File: src/rtl/b16_arb_pkg.sv
// b16_arb_pkg: shared definitions for the b16 memory arbiter.
//   - FSM state encoding (IDLE/BUSY/DONE)
//   - winner encoding (CPU/DBG), which also serves as the last-winner value
//   - dbg_status bit positions
//   - req_t: one requester's latched access, plus a pending helper
package b16_arb_pkg;

  localparam logic [1:0] ST_IDLE = 2'b00;
  localparam logic [1:0] ST_BUSY = 2'b01;
  localparam logic [1:0] ST_DONE = 2'b10;

  localparam logic WIN_CPU = 1'b0;
  localparam logic WIN_DBG = 1'b1;

  localparam int STAT_HALT = 0;
  localparam int STAT_ACK  = 1;
  localparam int STAT_TO   = 2;

  typedef struct packed {
    logic        r;
    logic [1:0]  wr;
    logic [14:0] addr;
    logic [15:0] wdata;
  } req_t;

  function automatic logic req_pending(input req_t q);
    return q.r | (|q.wr);
  endfunction

endpackage

File: src/rtl/b16_arb_pick.sv
// b16_arb_pick: combinational winner select for b16_mem_arb.
// Macro: B16_ARB_RR_EN -- when defined, both-pending ties go to the requester
// that did not win last (last_win port present); otherwise debugger first.
// Ports:
//   cpu_pend  in   CPU has a request (r or any wr)
//   dbg_pend  in   debugger has a request
//   dbg_halt  in   blocks CPU eligibility
//   last_win  in   previous winner (round-robin build only)
//   grant     out  some eligible requester is pending
//   win       out  selected requester (WIN_CPU / WIN_DBG)
module b16_arb_pick
  import b16_arb_pkg::*;
(
  input  logic cpu_pend,
  input  logic dbg_pend,
  input  logic dbg_halt,
`ifdef B16_ARB_RR_EN
  input  logic last_win,
`endif
  output logic grant,
  output logic win
);

  logic cpu_ok;

  always_comb begin
    cpu_ok = cpu_pend & ~dbg_halt;
    grant  = cpu_ok | dbg_pend;
    win    = dbg_pend ? WIN_DBG : WIN_CPU;
`ifdef B16_ARB_RR_EN
    if (cpu_ok && dbg_pend) begin
      win = (last_win == WIN_DBG) ? WIN_CPU : WIN_DBG;
    end
`endif
  end

endmodule

File: src/rtl/b16_mem_arb.sv
// b16_mem_arb: shares the b16 single-port RAM between the CPU bus and the
// UART debugger bus. One access at a time is latched, the RAM handshake is
// sequenced with wait states and a timeout, and a one-cycle ack is returned.
// Macro: B16_ARB_RR_EN selects round-robin arbitration (see b16_arb_pick).
// Parameter: TO_W -- timeout counter width; an access is abandoned after
//   2^TO_W-1 BUSY cycles without mem_ready.
// Ports:
//   clk, nreset                    clock, async active-low reset
//   cpu_r/cpu_wr/cpu_addr/cpu_wdata CPU request (wr[1] = high byte)
//   cpu_ack                        one-cycle CPU completion pulse
//   dbg_r/dbg_wr/dbg_addr/dbg_wdata debugger request
//   dbg_halt                       blocks new CPU grants
//   dbg_status                     {5'b0, timeout, dbg_ack, halted}
//   rdata                          read data, valid while an ack is high
//   mem_cs/mem_r/mem_wr/mem_addr/mem_wdata  RAM request (word address)
//   mem_rdata, mem_ready           RAM response
//
// state | meaning
// IDLE  | waiting for a pending request; grants and latches the winner
// BUSY  | mem_* held, waiting for mem_ready or timeout
// DONE  | ack high for this cycle; requests ignored
module b16_mem_arb
  import b16_arb_pkg::*;
#(
  parameter int TO_W = 8
) (
  input  logic        clk,
  input  logic        nreset,
  input  logic        cpu_r,
  input  logic [1:0]  cpu_wr,
  input  logic [15:0] cpu_addr,
  input  logic [15:0] cpu_wdata,
  output logic        cpu_ack,
  input  logic        dbg_r,
  input  logic [1:0]  dbg_wr,
  input  logic [15:0] dbg_addr,
  input  logic [15:0] dbg_wdata,
  input  logic        dbg_halt,
  output logic [7:0]  dbg_status,
  output logic [15:0] rdata,
  output logic        mem_cs,
  output logic        mem_r,
  output logic [1:0]  mem_wr,
  output logic [14:0] mem_addr,
  output logic [15:0] mem_wdata,
  input  logic [15:0] mem_rdata,
  input  logic        mem_ready
);

  localparam logic [TO_W-1:0] TO_ONE  = TO_W'(1);
  localparam logic [TO_W-1:0] TO_LAST = {TO_W{1'b1}} - TO_ONE;

  logic [1:0]      state_q, state_d;
  logic            winner_q, winner_d;
  logic            mem_cs_q, mem_cs_d;
  logic            mem_r_q, mem_r_d;
  logic [1:0]      mem_wr_q, mem_wr_d;
  logic [14:0]     mem_addr_q, mem_addr_d;
  logic [15:0]     mem_wdata_q, mem_wdata_d;
  logic [15:0]     rdata_q, rdata_d;
  logic            ack_q, ack_d;
  logic [TO_W-1:0] to_cnt_q, to_cnt_d;
  logic            to_flag_q, to_flag_d;

  req_t cpu_req, dbg_req, sel_req;
  logic cpu_pend, dbg_pend;
  logic grant, pick_win;
  logic halted;
  logic unused_addr_lsb;

  // Byte-address LSB is not part of the RAM word address.
  assign unused_addr_lsb = cpu_addr[0] ^ dbg_addr[0];

  assign cpu_req  = '{r: cpu_r, wr: cpu_wr, addr: cpu_addr[15:1], wdata: cpu_wdata};
  assign dbg_req  = '{r: dbg_r, wr: dbg_wr, addr: dbg_addr[15:1], wdata: dbg_wdata};
  assign cpu_pend = req_pending(cpu_req);
  assign dbg_pend = req_pending(dbg_req);

  b16_arb_pick u_pick (
    .cpu_pend (cpu_pend),
    .dbg_pend (dbg_pend),
    .dbg_halt (dbg_halt),
`ifdef B16_ARB_RR_EN
    .last_win (winner_q),
`endif
    .grant    (grant),
    .win      (pick_win)
  );

  assign sel_req = (pick_win == WIN_DBG) ? dbg_req : cpu_req;

  always_comb begin
    state_d     = state_q;
    winner_d    = winner_q;
    mem_cs_d    = mem_cs_q;
    mem_r_d     = mem_r_q;
    mem_wr_d    = mem_wr_q;
    mem_addr_d  = mem_addr_q;
    mem_wdata_d = mem_wdata_q;
    rdata_d     = rdata_q;
    ack_d       = 1'b0;
    to_cnt_d    = to_cnt_q;
    to_flag_d   = to_flag_q;

    case (state_q)
      ST_IDLE: begin
        if (grant) begin
          winner_d    = pick_win;
          mem_cs_d    = 1'b1;
          mem_r_d     = sel_req.r;
          mem_wr_d    = sel_req.wr;
          mem_addr_d  = sel_req.addr;
          mem_wdata_d = sel_req.wdata;
          to_cnt_d    = '0;
          state_d     = ST_BUSY;
        end
      end
      ST_BUSY: begin
        if (mem_ready) begin
          rdata_d  = mem_rdata;
          ack_d    = 1'b1;
          mem_cs_d = 1'b0;
          mem_r_d  = 1'b0;
          mem_wr_d = 2'b00;
          state_d  = ST_DONE;
          if (winner_q == WIN_DBG) to_flag_d = 1'b0;
        end else begin
          to_cnt_d = to_cnt_q + TO_ONE;
          // Counter steps to all ones on this edge: abandon the access.
          if (to_cnt_q == TO_LAST) begin
            rdata_d  = 16'h0000;
            ack_d    = 1'b1;
            mem_cs_d = 1'b0;
            mem_r_d  = 1'b0;
            mem_wr_d = 2'b00;
            state_d  = ST_DONE;
            if (winner_q == WIN_DBG) to_flag_d = 1'b1;
          end
        end
      end
      ST_DONE: begin
        state_d = ST_IDLE;
      end
      default: begin
        state_d = ST_IDLE;
      end
    endcase
  end

  always_ff @(posedge clk or negedge nreset) begin
    if (!nreset) begin
      state_q     <= ST_IDLE;
      winner_q    <= WIN_CPU;
      mem_cs_q    <= 1'b0;
      mem_r_q     <= 1'b0;
      mem_wr_q    <= 2'b00;
      mem_addr_q  <= '0;
      mem_wdata_q <= '0;
      rdata_q     <= '0;
      ack_q       <= 1'b0;
      to_cnt_q    <= '0;
      to_flag_q   <= 1'b0;
    end else begin
      state_q     <= state_d;
      winner_q    <= winner_d;
      mem_cs_q    <= mem_cs_d;
      mem_r_q     <= mem_r_d;
      mem_wr_q    <= mem_wr_d;
      mem_addr_q  <= mem_addr_d;
      mem_wdata_q <= mem_wdata_d;
      rdata_q     <= rdata_d;
      ack_q       <= ack_d;
      to_cnt_q    <= to_cnt_d;
      to_flag_q   <= to_flag_d;
    end
  end

  // Halted unless the CPU owns an access in flight.
  assign halted = dbg_halt & ((state_q == ST_IDLE) | (winner_q != WIN_CPU));

  always_comb begin
    dbg_status            = '0;
    dbg_status[STAT_HALT] = halted;
    dbg_status[STAT_ACK]  = ack_q & (winner_q == WIN_DBG);
    dbg_status[STAT_TO]   = to_flag_q;
  end

  assign cpu_ack   = ack_q & (winner_q == WIN_CPU);
  assign rdata     = rdata_q;
  assign mem_cs    = mem_cs_q;
  assign mem_r     = mem_r_q;
  assign mem_wr    = mem_wr_q;
  assign mem_addr  = mem_addr_q;
  assign mem_wdata = mem_wdata_q;

endmodule

File: config.mk
export PLATFORM = sky130hd
export DESIGN_NAME = b16_mem_arb
export DESIGN_NICKNAME = d
export VERILOG_FILES = /design/src/rtl/b16_arb_pkg.sv /design/src/rtl/b16_arb_pick.sv /design/src/rtl/b16_mem_arb.sv
export SDC_FILE = /design/constraint.sdc
export NUM_CORES = 1
export LEC_CHECK = 0
export BUFFER_PORTS_ARGS = -buffer_cell sky130_fd_sc_hd__buf_2
export CELL_PAD_IN_SITES_DETAIL_PLACEMENT = 1
export CELL_PAD_IN_SITES_GLOBAL_PLACEMENT = 1
export CORE_MARGIN = 4
export CORE_UTILIZATION = 35
export DETAILED_ROUTE_END_ITERATION = 6
export PLACE_DENSITY = 0.82
export SLEW_MARGIN = 5
export SYNTH_ARGS = -nofsm -noshare
export SYNTH_HDL_FRONTEND = slang
export SYNTH_SLANG_ARGS = --single-unit
File: constraint.sdc
create_clock -name clk -period 3.3 [get_ports clk]
set_input_delay 0.165 -clock clk [delete_from_list [all_inputs] [get_ports clk]]
set_output_delay 0.165 -clock clk [all_outputs]
set_load 0.1 [all_outputs]
==> results.tsv <==
stage	metric	value	unit
logic_synthesis	synth-edff-count	0	
timing	fmax	476	MHz
timing	fin_hold_ws	0.0414	ns
clock_network	ctsResizeCount	0	
floorplanning	die_w	98.7	µm
clock_network	clkTransAtPathRegs	0.08	ns
timing	finalCritPeriodShare	63.7	%
setup_path	cp_max_fo	67	
floorplanning	die_h	98.7	µm
finish	syn2layout_area_growth	32.2	%
logic_synthesis	ys_types	35	
grt	grt-ovfl-total	0	
detailed_routing	wl_per_cell	15.3	µm
clock_network	clk_latency	0.33	ns
detailed_routing	antenna_left	0	
setup_path	critical_path_required	3.44	ns
timing	slew-limit-headroom	24.1	%
clock_network	clock_path_buffers	2	
clock_network	postCtsHoldBufs	0	
grt	grtUsageTotal	17.0	%
clock_network	htree_levels	3	
finish	nFillCells	979	
grt	grt_pass1_wl	13400	µm
logic_synthesis	synth-seq-cells	64	
hold_path	min_from	mem_rdata[9]	
floorplanning	io-pin-count	150	
finish	drive_gt1_share	38.2	%
finish	layout_commonest_cell	buf_2	
timing	rsz0062_at_grt	false	
hold_path	min_path_type	in2reg	
finish	finalNonFillerCells	542	
floorplanning	start_util	36.7	%
clock_network	root_buffer	clkbuf_8	
logic_synthesis	synth_top_area_cell	dfrtp_1	
setup_path	cp-end-kind	register	
logic_synthesis	syn_inst	299	
finish	fin_nets	527	
setup_path	startpoint_type	register	
logic_synthesis	yosys.area.top_type_share	55.7	%
setup_path	critPathLaunch	state_q[0]$_DFFE_PN0P_	
setup_path	worstSetupPathType	reg2reg	
timing	setup_viol	0	
grt	grt_pass1_vias	2818	
clock_network	post_cts_buffers	0	
place	hpwl	6100	µm
logic_synthesis	ys.flop_type	dfrtp_1	
setup_path	reg2reg_slack	1.20	ns
detailed_routing	vias_per_cell	4.95	
timing	worst_slew_pin_slew	1.14	ns
timing	period_minus_slack	2.10	ns
floorplanning	num_rows	32	
logic_synthesis	syn_area	2880	µm²
logic_synthesis	postSynthAreaPerCell	9.62	µm²
detailed_routing	routed_wl	8270	µm
detailed_routing	drc	0	
finish	final_cell_mix	buf_2 (142), nand2_1 (73), dfrtp_1 (64)	
place	dp.cells	526	
setup_path	r2r_start	state_q[0]$_DFFE_PN0P_	
finish	n_antenna_cell	0	
detailed_routing	firstDrtPassIters	4	
setup_path	worstPathArrival	2.24	ns
timing	skew	0.00826	ns
place	portBuffers	142	
timing	hold_viol	0	
logic_synthesis	yosysSeqAreaShare	55.7	%
outcome	outcome	completed	
logic_synthesis	ys_async_sr_fraction	100	%
floorplanning	die-area	9730	µm²
grt	grt_start_max_net_pins	68	
timing	slew_viol_final	0	
logic_synthesis	ys_warn_count	0	
clock_network	cts_tree	done	
detailed_routing	drt-initial-drc-count	100	
place	gp_congestion	0.808	
grt	antenna_found_initial	0	
clock_network	cts.sink_count	64	
detailed_routing	num_vias	2682	
clock_network	cts_inserted_buffers	9	
job	max_cap_viol_count	0	
timing	finalSetupTns	0	ns
floorplanning	coreArea	7850	µm²
logic_synthesis	synth.area.top_cells	dfrtp_1 (56%), nand2_1 (9.5%), a31oi_1 (7.0%)	
[logic make-up (layout without fill, tap and decap cells)]
| group | after synthesis | after routing | synth area share, % |
|---|---|---|---|
| AO/OA/AOI/OAI | 74 | 74 | 17.9 |
| XOR/XNOR | 2 | 2 | 0.609 |
| adder cells (fa/ha/maj) | 2 | 2 | 0.870 |
| buffers and inverters | 27 | 164 | 5.65 |
| flip-flops | 64 | 64 | 55.7 |
| other | 1 | 5 | 0.130 |
| AND/OR/NAND/NOR | 129 | 129 | 19.1 |
[registers in the layout, indices dropped and copies added, names as in the netlist, 2 cells and up]
register and flops:
mem_wdata 16, rdata 16, mem_addr 15, to_cnt_q 8, mem_wr 2, state_q 2
[cell type report]
type | count | area, µm² | area share [%]
Sequential cell | 64 | 1600 | 42.1
Timing Repair Buffer | 145 | 733 | 19.3
Multi-Input combinational cell | 212 | 1130 | 29.8
Tap cell | 102 | 128 | 3.36
Clock buffer | 9 | 124 | 3.26
Clock inverter | 7 | 71.3 | 1.88
Inverter | 3 | 11.3 | 0.296
[stage by stage]
step,util [%],area (µm²),setup WS (ns)
after global placement,46.0,3610,1.17
final,48.5,3800,1.20
after detailed placement,46.0,3610,1.03
after CTS,48.5,3800,1.11
after floorplan,-,2890,1.38
after global routing,48.5,3800,0.928
[worst max-delay path, cell delays in order (launching register included)]
cell,delay [ns]
dfrtp_1,0.45
nor2_1,0.28
a22o_2,0.94
a31oi_1,0.21
[Yosys cell counts (2+ instances only)]
| cell type | count |
|---|---|
| a31oi_1 | 32 |
| buf_2 | 4 |
| clkbuf_1 | 9 |
| nand2_1 | 73 |
| or3_1 | 2 |
| a21oi_1 | 7 |
| ha_1 | 2 |
| buf_4 | 7 |
| and2_1 | 2 |
| or4_1 | 2 |
| nand4_1 | 2 |
| dfrtp_1 | 64 |
| nor2_1 | 36 |
| o21ai_0 | 6 |
| o22ai_1 | 3 |
| nor2b_1 | 3 |
| nor3_1 | 3 |
| a22o_1 | 18 |
| buf_6 | 4 |
| inv_1 | 3 |
| xor2_1 | 2 |
| a22oi_2 | 2 |
[final timing paths]
path                                                 end  cells past startpoint
worst max register to register   mem_addr[6]$_DFFE_PN0P_                      3
min in group asynchronous       mem_addr[10]$_DFFE_PN0P_                      1
worst max-delay path             mem_addr[6]$_DFFE_PN0P_                      3
worst min-delay path                rdata[9]$_DFFE_PN0P_                      2
worst min register to register        mem_cs$_DFFE_PN0P_                      1
max in group asynchronous           rdata[0]$_DFFE_PN0P_                      2
[per-layer routing]
layer | wire length, µm | vias up | share of wire [%] | global-route usage, %
li1 | - | 1300 | - | -
met1 | 3430 | 1283 | 41 | 20.1
met2 | 4080 | 89 | 49 | 28.8
met3 | 669 | 10 | 8.1 | 6.23
met4 | 99 | 0 | 1.2 | 5.46
met5 | 0 | - | 0 | 0
Power is left out: the tool's default activity adds up to more than one toggle a clock period on the data nets, which glitch-free logic cannot reach.
